==> src/rtl/tt_vfp_pkg.sv <==
// Shared encodings for the vector FP encoder path: encoder data_sel values and source SEW codes.
package tt_vfp_pkg;

  typedef enum logic [1:0] {
    SEL_SAME  = 2'd0,
    SEL_UP_LO = 2'd2,
    SEL_UP_HI = 2'd3
  } enc_sel_e;

  localparam logic [1:0] SEW_ILL = 2'd0;
  localparam logic [1:0] SEW_F16 = 2'd1;
  localparam logic [1:0] SEW_F32 = 2'd2;
  localparam logic [1:0] SEW_F64 = 2'd3;

  // Widening f64 has no destination format; SEW 0 is never valid.
  function automatic logic is_illegal(input logic widen, input logic [1:0] sew);
    return (sew == SEW_ILL) || (widen && (sew == SEW_F64));
  endfunction

endpackage

==> src/rtl/tt_vfp_encoder_seq.sv <==
// Holds one vector FP operand group and issues it to the recoding encoder as one beat
// (same width) or up to two beats (widening lo/hi halves) with valid/ready backpressure.
module tt_vfp_encoder_seq
  import tt_vfp_pkg::*;
#(
  parameter int unsigned NUM_LANE = 2,
  parameter int unsigned TAG_W    = 4,
  parameter int unsigned NELEM_W  = $clog2(NUM_LANE * 4 + 1)
) (
  input  logic                    i_clk,
  input  logic                    i_reset,
  input  logic                    i_req_valid,
  output logic                    o_req_ready,
  input  logic [NUM_LANE*64-1:0]  i_req_data,
  input  logic                    i_req_widen,
  input  logic [1:0]              i_req_sew,
  input  logic [NELEM_W-1:0]      i_req_nelem,
  input  logic [TAG_W-1:0]        i_req_tag,
  output logic                    o_enc_valid,
  input  logic                    i_enc_ready,
  output logic [NUM_LANE*64-1:0]  o_enc_data,
  output logic [1:0]              o_enc_sel,
  output logic [1:0]              o_enc_sew,
  output logic [TAG_W-1:0]        o_enc_tag,
  output logic                    o_enc_last,
  output logic                    o_busy,
  output logic                    o_err_illegal
);

  localparam logic [1:0] ST_IDLE  = 2'd0;
  localparam logic [1:0] ST_BEAT0 = 2'd1;
  localparam logic [1:0] ST_BEAT1 = 2'd2;

  localparam int unsigned LoCapF16 = NUM_LANE * 2;
  localparam int unsigned LoCapF32 = NUM_LANE;

  logic [1:0]              r_state;
  logic                    r_enc_valid;
  logic [NUM_LANE*64-1:0]  r_enc_data;
  enc_sel_e                r_enc_sel;
  logic [1:0]              r_enc_sew;
  logic [TAG_W-1:0]        r_enc_tag;
  logic                    r_enc_last;
  logic                    r_err_illegal;

  logic w_idle;
  logic w_beat_fire;
  logic w_accept;
  logic w_illegal;
  logic w_skip_hi;

  assign w_idle      = (r_state == ST_IDLE);
  assign w_beat_fire = r_enc_valid && i_enc_ready;
  assign o_req_ready = w_idle || (w_beat_fire && r_enc_last);
  assign w_accept    = i_req_valid && o_req_ready;
  assign w_illegal   = is_illegal(i_req_widen, i_req_sew);

  // Hi half carries no active elements when all fit in the lo half after upscaling.
  always_comb begin
    w_skip_hi = 1'b0;
    if (i_req_sew == SEW_F16) begin
      w_skip_hi = (32'(i_req_nelem) <= LoCapF16);
    end else begin
      w_skip_hi = (32'(i_req_nelem) <= LoCapF32);
    end
  end

  always_ff @(posedge i_clk or posedge i_reset) begin
    if (i_reset) begin
      r_state       <= ST_IDLE;
      r_enc_valid   <= 1'b0;
      r_enc_data    <= '0;
      r_enc_sel     <= SEL_SAME;
      r_enc_sew     <= '0;
      r_enc_tag     <= '0;
      r_enc_last    <= 1'b0;
      r_err_illegal <= 1'b0;
    end else begin
      r_err_illegal <= 1'b0;
      if (w_accept) begin
        if (w_illegal) begin
          r_err_illegal <= 1'b1;
          r_state       <= ST_IDLE;
          r_enc_valid   <= 1'b0;
        end else begin
          r_state     <= ST_BEAT0;
          r_enc_valid <= 1'b1;
          r_enc_data  <= i_req_data;
          r_enc_sew   <= i_req_sew;
          r_enc_tag   <= i_req_tag;
          if (i_req_widen) begin
            r_enc_sel  <= SEL_UP_LO;
            r_enc_last <= w_skip_hi;
          end else begin
            r_enc_sel  <= SEL_SAME;
            r_enc_last <= 1'b1;
          end
        end
      end else if (w_beat_fire) begin
        if (!r_enc_last) begin
          r_state    <= ST_BEAT1;
          r_enc_sel  <= SEL_UP_HI;
          r_enc_last <= 1'b1;
        end else begin
          r_state     <= ST_IDLE;
          r_enc_valid <= 1'b0;
        end
      end
    end
  end

  assign o_enc_valid   = r_enc_valid;
  assign o_enc_data    = r_enc_data;
  assign o_enc_sel     = r_enc_sel;
  assign o_enc_sew     = r_enc_sew;
  assign o_enc_tag     = r_enc_tag;
  assign o_enc_last    = r_enc_last;
  assign o_busy        = !w_idle;
  assign o_err_illegal = r_err_illegal;

endmodule
==> config.mk <==
export PLATFORM = sky130hd
export DESIGN_NAME = tt_vfp_encoder_seq
export DESIGN_NICKNAME = d
export VERILOG_FILES = /design/src/rtl/tt_vfp_pkg.sv /design/src/rtl/tt_vfp_encoder_seq.sv
export SDC_FILE = /design/constraint.sdc
export NUM_CORES = 1
export LEC_CHECK = 0
export CAP_MARGIN = 20
export CORE_MARGIN = 1.5
export CORE_UTILIZATION = 44
export DETAILED_ROUTE_END_ITERATION = 10
export HOLD_SLACK_MARGIN = 0.03
export PLACE_DENSITY_LB_ADDON = 0.05
export SYNTH_ARGS = -nofsm -noshare
export SYNTH_HDL_FRONTEND = slang
export SYNTH_SLANG_ARGS = --single-unit
==> constraint.sdc <==
create_clock -name i_clk -period 6.68 [get_ports i_clk]
set_input_delay 0.668 -clock i_clk [delete_from_list [all_inputs] [get_ports i_clk]]
set_output_delay 0.668 -clock i_clk [all_outputs]
set_load 0.01 [all_outputs]
==> impl_metrics.py <==
metrics = {
    "run_status": {
        "run_status": "complete, no violations",
    },
    "critical_path": {
        "arrival_ps": 3250,
        "path_max_fanout": 50,
        "critPathCaptureType": "register",
        "required_ps": 6980,
        "start_kind": "input port",
        "crit_type": "input port to register",
    },
    "global_route": {
        "grt_pass1_wl_um": 22200,
        "grt_max_degree": 76,
        "antenna_found_initial": 0,
        "grt_pass1_vias": 4067,
        "grt_usage_pct": 20.5,
        "globalRouteOverflowTotal": 0,
    },
    "layout": {
        "drive_above_1_share_pct": 27.4,
        "stdcell_area_um2": 9420,
        "n_antenna_cell": 0,
        "fin_util_pct": 71.1,
        "fillers": 942,
        "syn2layout_area_growth_pct": 57.6,
        "final_nets": 758,
    },
    "die": {
        "io_pins": 284,
        "placementRows": 42,
        "start_util_pct": 45.1,
        "fp.dieW_um": 120,
        "die_h_um": 120,
        "core_area_um2": 13200,
        "die_area_um2": 14300,
    },
    "cts": {
        "cts.htree.levels": 4,
        "clock_latency_ps": 420,
        "postCtsSetupBuffers": 0,
        "clk_pin_slew_ps": 60,
        "cts-resized-gates": 0,
        "clockRootBuffer": "clkbuf_16",
        "holdBufCountCts": 0,
        "cts_buffer_depth": 2,
        "tritoncts": "built",
        "cts_buffers": 17,
        "clock_sinks": 141,
    },
    "placed_design": {
        "io_buffers": 283,
        "dp_hpwl_um": 10100,
        "gp_congestion": 0.776,
        "postPlaceCellArea_um2": 8790,
    },
    "route": {
        "drc": 0,
        "vias_per_cell": 4.72,
        "wl_um": 14400,
        "drtAntennaViolNets": 0,
        "vias": 3794,
        "drtIter0Drc": 130,
        "wl_per_cell_um": 17.9,
        "first_pass_iters": 4,
    },
    "power_and_ir_drop": {
        "peakVddDrop_uv": 245,
        "powerDensity_nw_per_um2": 495,
        "p_leak_nw": 4.38,
        "power_mw": 4.67,
        "p_clk_share_pct": 20.4,
        "swShare_pct": 28.2,
        "power_switching_mw": 1.32,
        "p_int_mw": 3.35,
        "p_seq_share_pct": 33.1,
        "p_comb_share_pct": 46.5,
    },
    "yosys": {
        "synth_seq_area_share_pct": 59.0,
        "ys_ff_latch": 141,
        "syn_area_um2": 5980,
        "syn_inst": 324,
        "synth.distinct_cells": 24,
        "syn_area_per_cell_um2": 18.4,
        "ys_warn_count": 0,
        "mappedNetlistNets": 467,
    },
    "sta": {
        "fin_tns_setup_ps": 0,
        "drv_slew": 0,
        "timing.final.crit_share_pct": 44.1,
        "rsz0062_at_grt": "false",
        "tightestPinTransition_ps": 884,
        "finClkSkew_ps": 13.8,
        "period_needed_ps": 2940,
        "finalHoldViolations": 0,
        "max_freq_mhz": 340,
        "max_slew_margin_pct": 41.0,
        "setup_violations": 0,
    },
    "worst_hold_path": {
        "hp-class": "register to register",
    },
    "job": {
        "drv_cap": 0,
    },
}
==> placed cells by master (no fill, tap or decap), drive strengths merged <==
cell	instances
mux2i	2
o22a	3
and2	1
a21oi	4
nand2	6
clkbuf	20
a211oi	1
mux2	132
o21ai	3
nand3	2
inv	3
a21boi	1
o21a	1
a311o	1
nor2	2
o2bb2ai	1
o22ai	1
nand2b	1
dfrtp	141
clkinv	7
buf	4
clkdlybuf4s50	283
or2	2
clkinvlp	2
and3	1
bufinv	3
==> cells by family (layout without fill, tap and decap cells) <==
group                  count (synthesis)  in the layout  share of synthesized area, %
and+or+nand+nor                       15             15                          1.32
DFF                                  141            141                          59.0
AOI/OAI and AO/OA                     16             16                          1.95
muxes                                134            134                          33.1
buffers and inverters                 18            322                          4.63
==> power by group through the flow <==
| stage | combinational (mW) | clock [mW] | sequential [mW] |
|---|---|---|---|
| after floorplan | 0.943 | 0 | 1.72 |
| after global placement | 2.15 | 0 | 1.54 |
| after detailed placement | 2.18 | 0 | 1.54 |
| after CTS | 2.19 | 0.975 | 1.55 |
| after global routing | 2.28 | 1.01 | 1.60 |
| final | 2.17 | 0.951 | 1.55 |
==> metrics by stage <==
step | setup slack, ps | hold WS (ps) | std cells
after detailed placement | 3230 | 471 | 771
after CTS | 3610 | 494 | 803
after global routing | 3640 | 506 | 804
after global placement | 3260 | 466 | 771
final | 3740 | 491 | 804
after floorplan | 2230 | 447 | 324
==> state kept, by name, summed over array words and instances, names as in the netlist <==
| name | flops |
|---|---|
| o_enc_sew | 2 |
| o_enc_sel | 2 |
| o_enc_data | 128 |
| o_enc_last | 1 |
| o_enc_valid | 1 |
| r_state | 2 |
| o_enc_tag | 4 |
| o_err_illegal | 1 |
==> cells in the mapped netlist <==
library cell / number / area share (%)
mux2i_1: 2 / 0.34
and2_1: 1 / 0.10
o21ai_0: 2 / 0.17
nor2_1: 2 / 0.13
buf_6: 4 / 0.75
o22a_1: 3 / 0.44
mux2_4: 125 / 31
o21ai_1: 1 / 0.084
a311o_1: 1 / 0.17
a21oi_1: 4 / 0.34
dfrtp_1: 141 / 59
o22ai_1: 1 / 0.10
and3_1: 1 / 0.10
nand3_1: 2 / 0.17
a21boi_0: 1 / 0.13
mux2_2: 7 / 1.3
or2_2: 2 / 0.21
buf_12: 11 / 3.7
o2bb2ai_1: 1 / 0.15
nand2_1: 6 / 0.38
nand2b_4: 1 / 0.23
a211oi_1: 1 / 0.13
o21a_4: 1 / 0.25
inv_1: 3 / 0.19
==> worst paths after layout <==
kind,start,end,slack (ps),depth (start not counted)
max in group asynchronous,i_reset,o_enc_data[37],4630,3
setup / recovery,i_req_sew[1],o_enc_data[118],3740,6
hold / removal,r_state[0],r_state[0],490,2
hold reg to reg,r_state[0],r_state[0],490,2
min in group asynchronous,i_reset,o_enc_data[25],730,2
setup reg to reg,o_enc_last,o_enc_data[118],4130,5
==> worst max-delay path, cell delays in order <==
cell and delay, ps:
clkdlybuf4s50_1 590, nand3_1 120, o21ai_1 190, nand2b_4 450
buf_4 770, mux2_2 420
==> cell type report <==
class	count	area (µm²)	share of cell area, %
flip-flops and latches	141	3530	37.5
clock buffers	20	457	4.85
repair buffers	287	2880	30.6
clock inverters	12	144	1.53
well taps	176	220	2.34
multi-input cells	165	2170	23.0
inverters	3	16.3	0.173
==> routing by layer <==
layer	vias up	track usage [%]	part of all wire [%]
li1	1722	-	-
met1	1873	24.7	41
met2	171	33.1	49
met3	28	7.18	7.8
met4	0	9.60	2.9
met5	-	0	0
No activity file was read; power rests on OpenSTA's default activity.
